==> config.mk <==
export PLATFORM = sky130hd
export DESIGN_NAME = branch_resolve
export DESIGN_NICKNAME = d
export VERILOG_FILES = /design/src/rtl/branch_pkg.sv /design/src/rtl/branch_cmp.sv /design/src/rtl/branch_resolve.sv
export SDC_FILE = /design/constraint.sdc
export NUM_CORES = 1
export LEC_CHECK = 0
export CORE_ASPECT_RATIO = 2
export CORE_MARGIN = 2
export CORE_UTILIZATION = 45
export DETAILED_ROUTE_END_ITERATION = 16
export PLACE_DENSITY = 0.83
export RECOVER_POWER = 50
export SETUP_SLACK_MARGIN = 0.2
export SLEW_MARGIN = 25
export SYNTH_ARGS = -nofsm -noshare
export SYNTH_HDL_FRONTEND = slang
export SYNTH_SLANG_ARGS = --single-unit
==> constraint.sdc <==
create_clock -name clk -period 4.52 [get_ports clk]
set_clock_uncertainty 0.05 [all_clocks]
set_input_delay 0.452 -clock clk [delete_from_list [all_inputs] [get_ports clk]]
set_output_delay 0.452 -clock clk [all_outputs]
set_load 0.01 [all_outputs]
==> src/rtl/branch_pkg.sv <==
// Shared encodings for the branch resolution unit: op codes, compare codes, PC step.
package branch_pkg;

  localparam int unsigned OP_W   = 3;
  localparam int unsigned CMP_W  = 2;
  localparam int unsigned PC_INC = 4;

  typedef enum logic [OP_W-1:0] {
    OP_BEQ  = 3'd0,
    OP_BNE  = 3'd1,
    OP_BLT  = 3'd2,
    OP_BGE  = 3'd3,
    OP_BLTU = 3'd4,
    OP_BGEU = 3'd5,
    OP_BLTZ = 3'd6,
    OP_BGTZ = 3'd7
  } op_e;

  typedef enum logic [CMP_W-1:0] {
    CMP_DEFAULT = 2'b00,
    CMP_EQUAL   = 2'b01,
    CMP_LT      = 2'b10,
    CMP_GT      = 2'b11
  } cmp_e;

endpackage

==> src/rtl/branch_cmp.sv <==
// Combinational branch condition evaluator: direction plus three-way compare code.
module branch_cmp
  import branch_pkg::*;
#(
  parameter int unsigned DATA_W = 32
) (
  input  logic [DATA_W-1:0] rs,
  input  logic [DATA_W-1:0] rt,
  input  logic [OP_W-1:0]   op,
  output logic              taken,
  output logic [CMP_W-1:0]  cmp
);

  logic [DATA_W-1:0] rt_eff;
  logic              is_signed;
  logic              eq;
  logic              lt;

  // Select operand/signedness per op, then compare and decode the direction
  always_comb begin
    rt_eff    = rt;
    is_signed = 1'b1;
    taken     = 1'b0;
    cmp       = CMP_DEFAULT;

    case (op_e'(op))
      OP_BLTZ, OP_BGTZ: rt_eff    = '0;
      OP_BLTU, OP_BGEU: is_signed = 1'b0;
      default:          rt_eff    = rt;
    endcase

    eq = (rs == rt_eff);
    lt = is_signed ? ($signed(rs) < $signed(rt_eff)) : (rs < rt_eff);

    case (op_e'(op))
      OP_BEQ:  taken = eq;
      OP_BNE:  taken = !eq;
      OP_BLT:  taken = lt;
      OP_BGE:  taken = !lt;
      OP_BLTU: taken = lt;
      OP_BGEU: taken = !lt;
      OP_BLTZ: taken = lt;
      OP_BGTZ: taken = !lt && !eq;
      default: taken = 1'b0;
    endcase

    case (op_e'(op))
      OP_BEQ, OP_BNE, OP_BLT, OP_BGE, OP_BLTU, OP_BGEU, OP_BLTZ, OP_BGTZ:
        cmp = eq ? CMP_EQUAL : (lt ? CMP_LT : CMP_GT);
      default:
        cmp = CMP_DEFAULT;
    endcase
  end

endmodule

==> src/rtl/branch_resolve.sv <==
// Two-stage pipelined branch resolution: S1 holds the request and compares,
// S2 holds the registered redirect/mispredict result.
// Optional macro BRANCH_RESOLVE_STATS_EN builds saturating branch/mispredict counters;
// otherwise the stat ports are tied to zero.
module branch_resolve
  import branch_pkg::*;
#(
  parameter int unsigned DATA_W = 32,
  parameter int unsigned PC_W   = 32,
  parameter int unsigned CNT_W  = 32
) (
  input  logic              clk,
  input  logic              rst,
  input  logic              in_valid,
  output logic              in_ready,
  input  logic [OP_W-1:0]   in_op,
  input  logic [DATA_W-1:0] in_rs,
  input  logic [DATA_W-1:0] in_rt,
  input  logic [PC_W-1:0]   in_pc,
  input  logic [PC_W-1:0]   in_imm,
  input  logic              in_pred_taken,
  input  logic              flush,
  output logic              out_valid,
  input  logic              out_ready,
  output logic              out_taken,
  output logic [CMP_W-1:0]  out_cmp,
  output logic              out_mispredict,
  output logic [PC_W-1:0]   out_redirect_pc,
  output logic [CNT_W-1:0]  stat_branches,
  output logic [CNT_W-1:0]  stat_mispredicts
);

  logic              s1_valid;
  logic [OP_W-1:0]   s1_op;
  logic [DATA_W-1:0] s1_rs;
  logic [DATA_W-1:0] s1_rt;
  logic [PC_W-1:0]   s1_pc;
  logic [PC_W-1:0]   s1_imm;
  logic              s1_pred;
  logic              s1_taken;
  logic [CMP_W-1:0]  s1_cmp;
  logic [PC_W-1:0]   s1_fall;
  logic [PC_W-1:0]   s1_target;
  logic              s2_load;

  // Handshake: S2 refills when empty or drained; S1 follows S2
  assign s2_load  = !out_valid || out_ready;
  assign in_ready = !flush && (!s1_valid || s2_load);

  // Both next-PC candidates wrap modulo 2^PC_W
  assign s1_fall   = s1_pc + PC_W'(PC_INC);
  assign s1_target = s1_fall + (s1_imm << 2);

  branch_cmp #(
    .DATA_W (DATA_W)
  ) u_cmp (
    .rs    (s1_rs),
    .rt    (s1_rt),
    .op    (s1_op),
    .taken (s1_taken),
    .cmp   (s1_cmp)
  );

  // S1: capture accepted requests; hold while S2 is stalled
  always_ff @(posedge clk) begin
    if (rst) begin
      s1_valid <= 1'b0;
      s1_op    <= '0;
      s1_rs    <= '0;
      s1_rt    <= '0;
      s1_pc    <= '0;
      s1_imm   <= '0;
      s1_pred  <= 1'b0;
    end else if (flush) begin
      s1_valid <= 1'b0;
    end else if (in_ready) begin
      s1_valid <= in_valid;
      if (in_valid) begin
        s1_op   <= in_op;
        s1_rs   <= in_rs;
        s1_rt   <= in_rt;
        s1_pc   <= in_pc;
        s1_imm  <= in_imm;
        s1_pred <= in_pred_taken;
      end
    end
  end

  // S2: register the resolved result; frozen under backpressure
  always_ff @(posedge clk) begin
    if (rst) begin
      out_valid       <= 1'b0;
      out_taken       <= 1'b0;
      out_cmp         <= CMP_DEFAULT;
      out_mispredict  <= 1'b0;
      out_redirect_pc <= '0;
    end else if (flush) begin
      out_valid      <= 1'b0;
      out_taken      <= 1'b0;
      out_cmp        <= CMP_DEFAULT;
      out_mispredict <= 1'b0;
    end else if (s2_load) begin
      out_valid <= s1_valid;
      if (s1_valid) begin
        out_taken       <= s1_taken;
        out_cmp         <= s1_cmp;
        out_mispredict  <= s1_taken ^ s1_pred;
        out_redirect_pc <= s1_taken ? s1_target : s1_fall;
      end else begin
        out_taken      <= 1'b0;
        out_cmp        <= CMP_DEFAULT;
        out_mispredict <= 1'b0;
      end
    end
  end

`ifdef BRANCH_RESOLVE_STATS_EN
  logic out_fire;
  assign out_fire = out_valid && out_ready && !flush;

  // Saturating performance counters on completed output handshakes
  always_ff @(posedge clk) begin
    if (rst) begin
      stat_branches    <= '0;
      stat_mispredicts <= '0;
    end else if (out_fire) begin
      if (stat_branches != '1)
        stat_branches <= stat_branches + CNT_W'(1);
      if (out_mispredict && (stat_mispredicts != '1))
        stat_mispredicts <= stat_mispredicts + CNT_W'(1);
    end
  end
`else
  assign stat_branches    = '0;
  assign stat_mispredicts = '0;
`endif

endmodule
# Yosys cells after proc, flatten, opt, wreduce, memory -nomap -nowiden
# Cells that the tools add are included.
# word_totals
reg_bits	168
latchBits	0
ram_bits	0
romBits	0
output_inout_bits	102
wordCells	54
n_memories	0
# classes
add_sub_neg	2
n_mul	0
div_mod_pow	0
n_lt_le_gt_ge	2
eq_ne	8
shifts	0
mux	10
n_bitwise	2
n_reduce_logical	18
# op_table
operator	n
< comparator 32 bit	2
two-way mux 32 bit	2
adder 32 x 3 -> 32 bit, second input constant	1
adder 32 bit	1
== test 32 bit	1
== test 3 bit, second input constant	4
OR reduction 2 bit	4
OR reduction 8 bit	1
== test 3 x 2 -> 1 bit, second input constant	2
two-way mux 2 bit	3
AND reduction 3 bit	2
logical NOT 1 bit	5
one-hot mux 1 bit (5 select lines)	1
two-way mux 1 bit	4
== test 3 x 1 -> 1 bit, second input constant	1
logical NOT 3 bit	1
OR reduction 3 bit	1
logical AND 1 bit	2
logical OR 1 bit	2
NOT 1 bit	1
XOR 1 bit	1

# Logic depth before layout (Yosys ltp)
# logic_depth
word_depth	10
ltp_mapped	17
depth_no_buf	16

# By module
# Synthesis repeated with hierarchy kept, for this count alone.
# unflattened
hier_cells	1268
hier_area_um2	9618.0
# by_module_without_submodules
mod	n_inst	cells_each	area_per_inst_um2	seq_area_each_um2
branch_resolve	1	1131	8653.3	3363.2
branch_cmp	1	137	964.7	0.0

# Worst setup path before layout
# OpenSTA, ideal clock, no wires.
# synth_timing
path_type	flip-flop to flip-flop
startpoint	reg s1_pc[8]
endpoint	reg out_redirect_pc[29]
arrival_ns	3.279
path_slack_ns	1.106
path_stages_with_launch	14
synth_period_minus_slack_ns	3.414
path_cell_list	dfxtp_1 -> and4_1 -> and4_1 -> nand3_1 -> nor3_1 -> xor2_1 -> ha_1 -> and4_1 -> a221o_1 -> a221oi_1 -> o31ai_1 -> xnor2_1 -> mux2i_1 -> a211oi_1
# synth_between
elab_chain_len	3
# synth_rtl
item	line_no	source
start, declared	branch_resolve.sv:37	logic [PC_W-1:0] s1_pc;
start signal, assigned	branch_resolve.sv:82	s1_pc <= in_pc;
adder 32 x 3 -> 32 bit (*)	branch_resolve.sv:51	assign s1_fall = s1_pc + PC_W'(PC_INC);
adder 32 bit	branch_resolve.sv:52	assign s1_target = s1_fall + (s1_imm << 2);
two-way mux 32 bit (*)	branch_resolve.sv:108	out_redirect_pc <= s1_taken ? s1_target : s1_fall;
end signal, assigned	branch_resolve.sv:108	
end, declared	branch_resolve.sv:28	output logic [PC_W-1:0] out_redirect_pc,
# Every way passes the cells marked *; elsewhere a longest branch is shown, timed or not.
# A chain may end at the register's enable or synchronous reset.

# Worst setup path after layout
# layout_timing
startpoint	reg s1_op[1]
endpoint	reg out_redirect_pc[5]
# layout_between
elab_chain_len	9
word_cells_on_any_way	22
# layout_rtl
item	line_no	source
start, declared	branch_resolve.sv:34	logic [OP_W-1:0] s1_op;
start signal, assigned	branch_resolve.sv:79	s1_op <= in_op;
== test 3 bit	branch_cmp.sv:26, branch_cmp.sv:35	
OR reduction 2 bit	branch_cmp.sv:26	case (op_e'(op))
two-way mux 32 bit	branch_cmp.sv:26	
< comparator 32 bit	branch_cmp.sv:33	lt = is_signed ? ($signed(rs) < $signed(rt_eff)) : (rs < rt_eff);
two-way mux 1 bit	branch_cmp.sv:33	
logical NOT 1 bit	branch_cmp.sv:39, branch_cmp.sv:41, branch_cmp.sv:43	
logical AND 1 bit	branch_cmp.sv:43	OP_BGTZ: taken = !lt && !eq;
one-hot mux 1 bit (5 select lines) (*)	branch_cmp.sv:35	case (op_e'(op))
two-way mux 32 bit (*)	branch_resolve.sv:108	
# Marks and branches as above.

==> impl_metrics.tcl <==
set metrics [dict create \
    status "finished, violations left" \
    violations "max-capacitance violations, max-slew violations" \
    ys.flop_type "dfxtp_1" \
    use_met3_pct 3.87 \
    use_met1_pct 22.1 \
    ctsHoldBuffers 0 \
    startpoint_type "flip-flop" \
    vias_per_cell 5.40 \
    end_kind "flip-flop" \
    die_w_um 107 \
    post_cts_resized 0 \
    fin_setup_tns_ns 0 \
    die_area_um2 22600 \
    coreArea_um2 20900 \
    synth-edff-count 0 \
    avgSynthCellArea_um2 7.64 \
    layout.cells.non_filler 1668 \
    fin_util_pct 56.8 \
    setup_slack_ns 0.426 \
    multi_input_area_um2 5670 \
    antenna_found_initial 0 \
    p_int_mw 2.73 \
    overflow 0 \
    dpl.hpwl_um 19400 \
    netlist_area_um2 9600 \
    max_cap_viol_count 1 \
    initial_core_util_pct 45.9 \
    rsz0062_at_grt "false" \
    syn_inst 1257 \
    hold_slack_ns 0.404 \
    async_flop_share_pct 0 \
    swShare_pct 26.5 \
    fin_crit_sh_pct 90.6 \
    fin_crit_ns 4.09 \
    seq_area_um2 3360 \
    synth-seq-cells 168 \
    io_pins 239 \
    cpPeakStageDelay_ns 0.62 \
    p_leak_nw 4.76 \
    worstSkewPairLatency_ns 0.43 \
    clkSinkCount 168 \
    first_global_vias 8929 \
    grt_busiest_layer "met2" \
    hp-start "s1_rt[0]" \
    grt_pass1_wl_um 41700 \
    cts_buffer_depth 2 \
    track_usage_pct 23.5 \
    num-fill-cells 1922 \
    yosys_warnings 0 \
    timing.fmax_mhz 244 \
    worstPathCellList "nand2_1 -> buf_4 -> nand2_1 -> ha_1 -> nand4_1 -> nor4_1 -> nand2_1 -> xor2_1 -> a21oi_1 -> nor3b_2 -> buf_12 -> mux2i_1 -> a211oi_1" \
    worst-slew-pin-transition_ns 3.61 \
    peakVddDrop_mv 0.209 \
    layout_commonest_cell "nand2_1" \
    worstPathRequired_ns 4.61 \
    dp_slack_ns 0.403 \
    pwr-share-seq_pct 43.0 \
    power_mw 3.71 \
    layout_common_cells "nand2_1 (330), a21oi_1 (180), dfxtp_1 (168), clkdlybuf4s50_1 (134), conb_1 (64)" \
    synth_cell_type_count 58 \
    switching_power_mw 0.980 \
    slowest_stage "nor4_1" \
    grt_use_met2_pct 45.9 \
    wirelength_um 26000 \
    rr_worst_depth 13 \
    drc 0 \
    rr_endpoint "out_redirect_pc[5]" \
    p_per_area_nw_per_um2 312 \
    routedWlPerCell_um 15.6 \
    clk_pin_slew_ns 0.07 \
    comb_power_share_pct 16.2 \
    port_buffers 172 \
    arrival_ns 4.19 \
    r2r-start "s1_op[1]" \
    hold_viol 0 \
    num_rows 75 \
    slew_headroom_pct -140 \
    grt_max_degree 86 \
    placed_area_um2 11300 \
    crit_top_cell "nand2_1" \
    gp_congestion 0.860 \
    die_y_um 211 \
    ctsRootBufferMaster "clkbuf_16" \
    critPathBufInv 2 \
    critical_path_class "reg -> reg" \
    cts_tree "yes" \
    p_clk_share_pct 40.8 \
    ant_nets 0 \
    finalSetupViolations 0 \
    dr.pass1.iters 5 \
    synth_seq_area_share_pct 35.0 \
    diodes 0 \
    whs_endpoint "s1_rt[0]" \
    rrSetupSlack_ns 0.43 \
    hold_depth 2 \
    drv_slew 80 \
    area_growth_syn_to_layout_pct 23.9 \
    crit_fanout 37 \
    cts_max_level 4 \
    cts_buffers 17 \
    drt_iter0_markers 345 \
    dp_cells 1636 \
    drive_above_1_share_pct 4.22 \
    final_nets 1586 \
    hp-class "reg -> reg" \
    cp_top_family "simple AND/OR/NAND/NOR gates" \
    cts_setup_buffers 0 \
    fin_area_um2 11900 \
    num_vias 9005 \
]
-- worst reg2reg max path, stage by stage (launching register included) --
cell,delay (ns)
dfxtp_1,0.37
nand2_1,0.15
buf_4,0.24
nand2_1,0.08
ha_1,0.31
nand4_1,0.18
nor4_1,0.62
nand2_1,0.23
xor2_1,0.18
a21oi_1,0.34
nor3b_2,0.31
buf_12,0.29
mux2i_1,0.33
a211oi_1,0.12
-- layout make-up --
type	instances	share of cell area [%]
multi-input cells	995	47.6
repair buffers	181	15.4
clock inverters	10	1.21
clock buffers	22	3.90
flip-flops and latches	168	28.3
well taps	269	2.83
inverters	23	0.726
-- Yosys cell counts, types with 5 or more instances --
master,n,area share [%]
o21ai_0,19,0.99
nand4_1,14,0.91
o211ai_1,7,0.55
inv_1,23,0.90
nor2_1,57,2.2
xnor2_1,31,2.8
nand2b_1,6,0.39
mux2i_1,28,2.9
a211oi_1,24,1.9
nand3b_1,5,0.39
nor4_1,6,0.39
xor2_1,22,2.0
a21o_1,9,0.70
buf_4,64,5.0
o21a_1,5,0.39
and3_1,13,0.85
nand3_1,34,1.8
a31oi_1,8,0.52
nor3_1,7,0.36
dfxtp_1,168,35
nand2_1,331,13
clkbuf_1,65,2.5
ha_1,62,8.1
or3_1,5,0.33
a21oi_1,181,9.4
-- how the worst max path moves through the flow --
| stage | startpoint | end | slack (ns) | cells after the start |
|---|---|---|---|---|
| floorplan | s1_pc[8] | out_redirect_pc[29] | 1.11 | 13 |
| global placement | s1_pc[8] | out_redirect_pc[28] | 0.48 | 15 |
| detailed placement | s1_pc[8] | out_redirect_pc[25] | 0.40 | 13 |
| CTS | s1_pc[8] | out_redirect_pc[25] | 0.39 | 13 |
| global route | s1_pc[8] | out_redirect_pc[28] | 0.22 | 14 |
| finish | s1_op[1] | out_redirect_pc[5] | 0.43 | 13 |
-- state kept, by name, summed over array words and instances, names as in the netlist --
name / cells
out_taken: 1
s1_rt: 32
out_cmp: 2
out_valid: 1
s1_op: 3
s1_valid: 1
out_redirect_pc: 32
out_mispredict: 1
s1_imm: 30
s1_rs: 32
s1_pred: 1
s1_pc: 32
-- kinds of logic (layout without fill, tap and decap cells) --
family                     count (synthesis)  in the layout  share of synthesized area (%)
DFF                                      168            168                           35.0
adders and majority gates                 63             63                           8.29
and+or+nand+nor                          499            499                           22.2
other                                      1             64                         0.0391
muxes                                     29             29                           3.04
buffers and inverters                    157            236                           8.89
xor gates and xnor gates                  53             53                           4.84
AOI/OAI and AO/OA                        287            287                           17.6
-- power groups by stage --
stage                     Clock (mW)  Sequential, mW  Combinational, mW
after CTS                       1.54            1.59              0.604
after detailed placement           0            1.62              0.600
after global placement             0            1.62              0.588
final                           1.51            1.59              0.601
after floorplan                    0            1.61              0.410
after global routing            1.60            1.60              0.666
-- metal layers --
layer | wire length (um) | vias up
met2 | 14800 | 279
li1 | - | 4442
met3 | 1090 | 79
met5 | 0 | -
met4 | 1210 | 0
met1 | 8980 | 4205
Power figures use the tool's default switching activity.
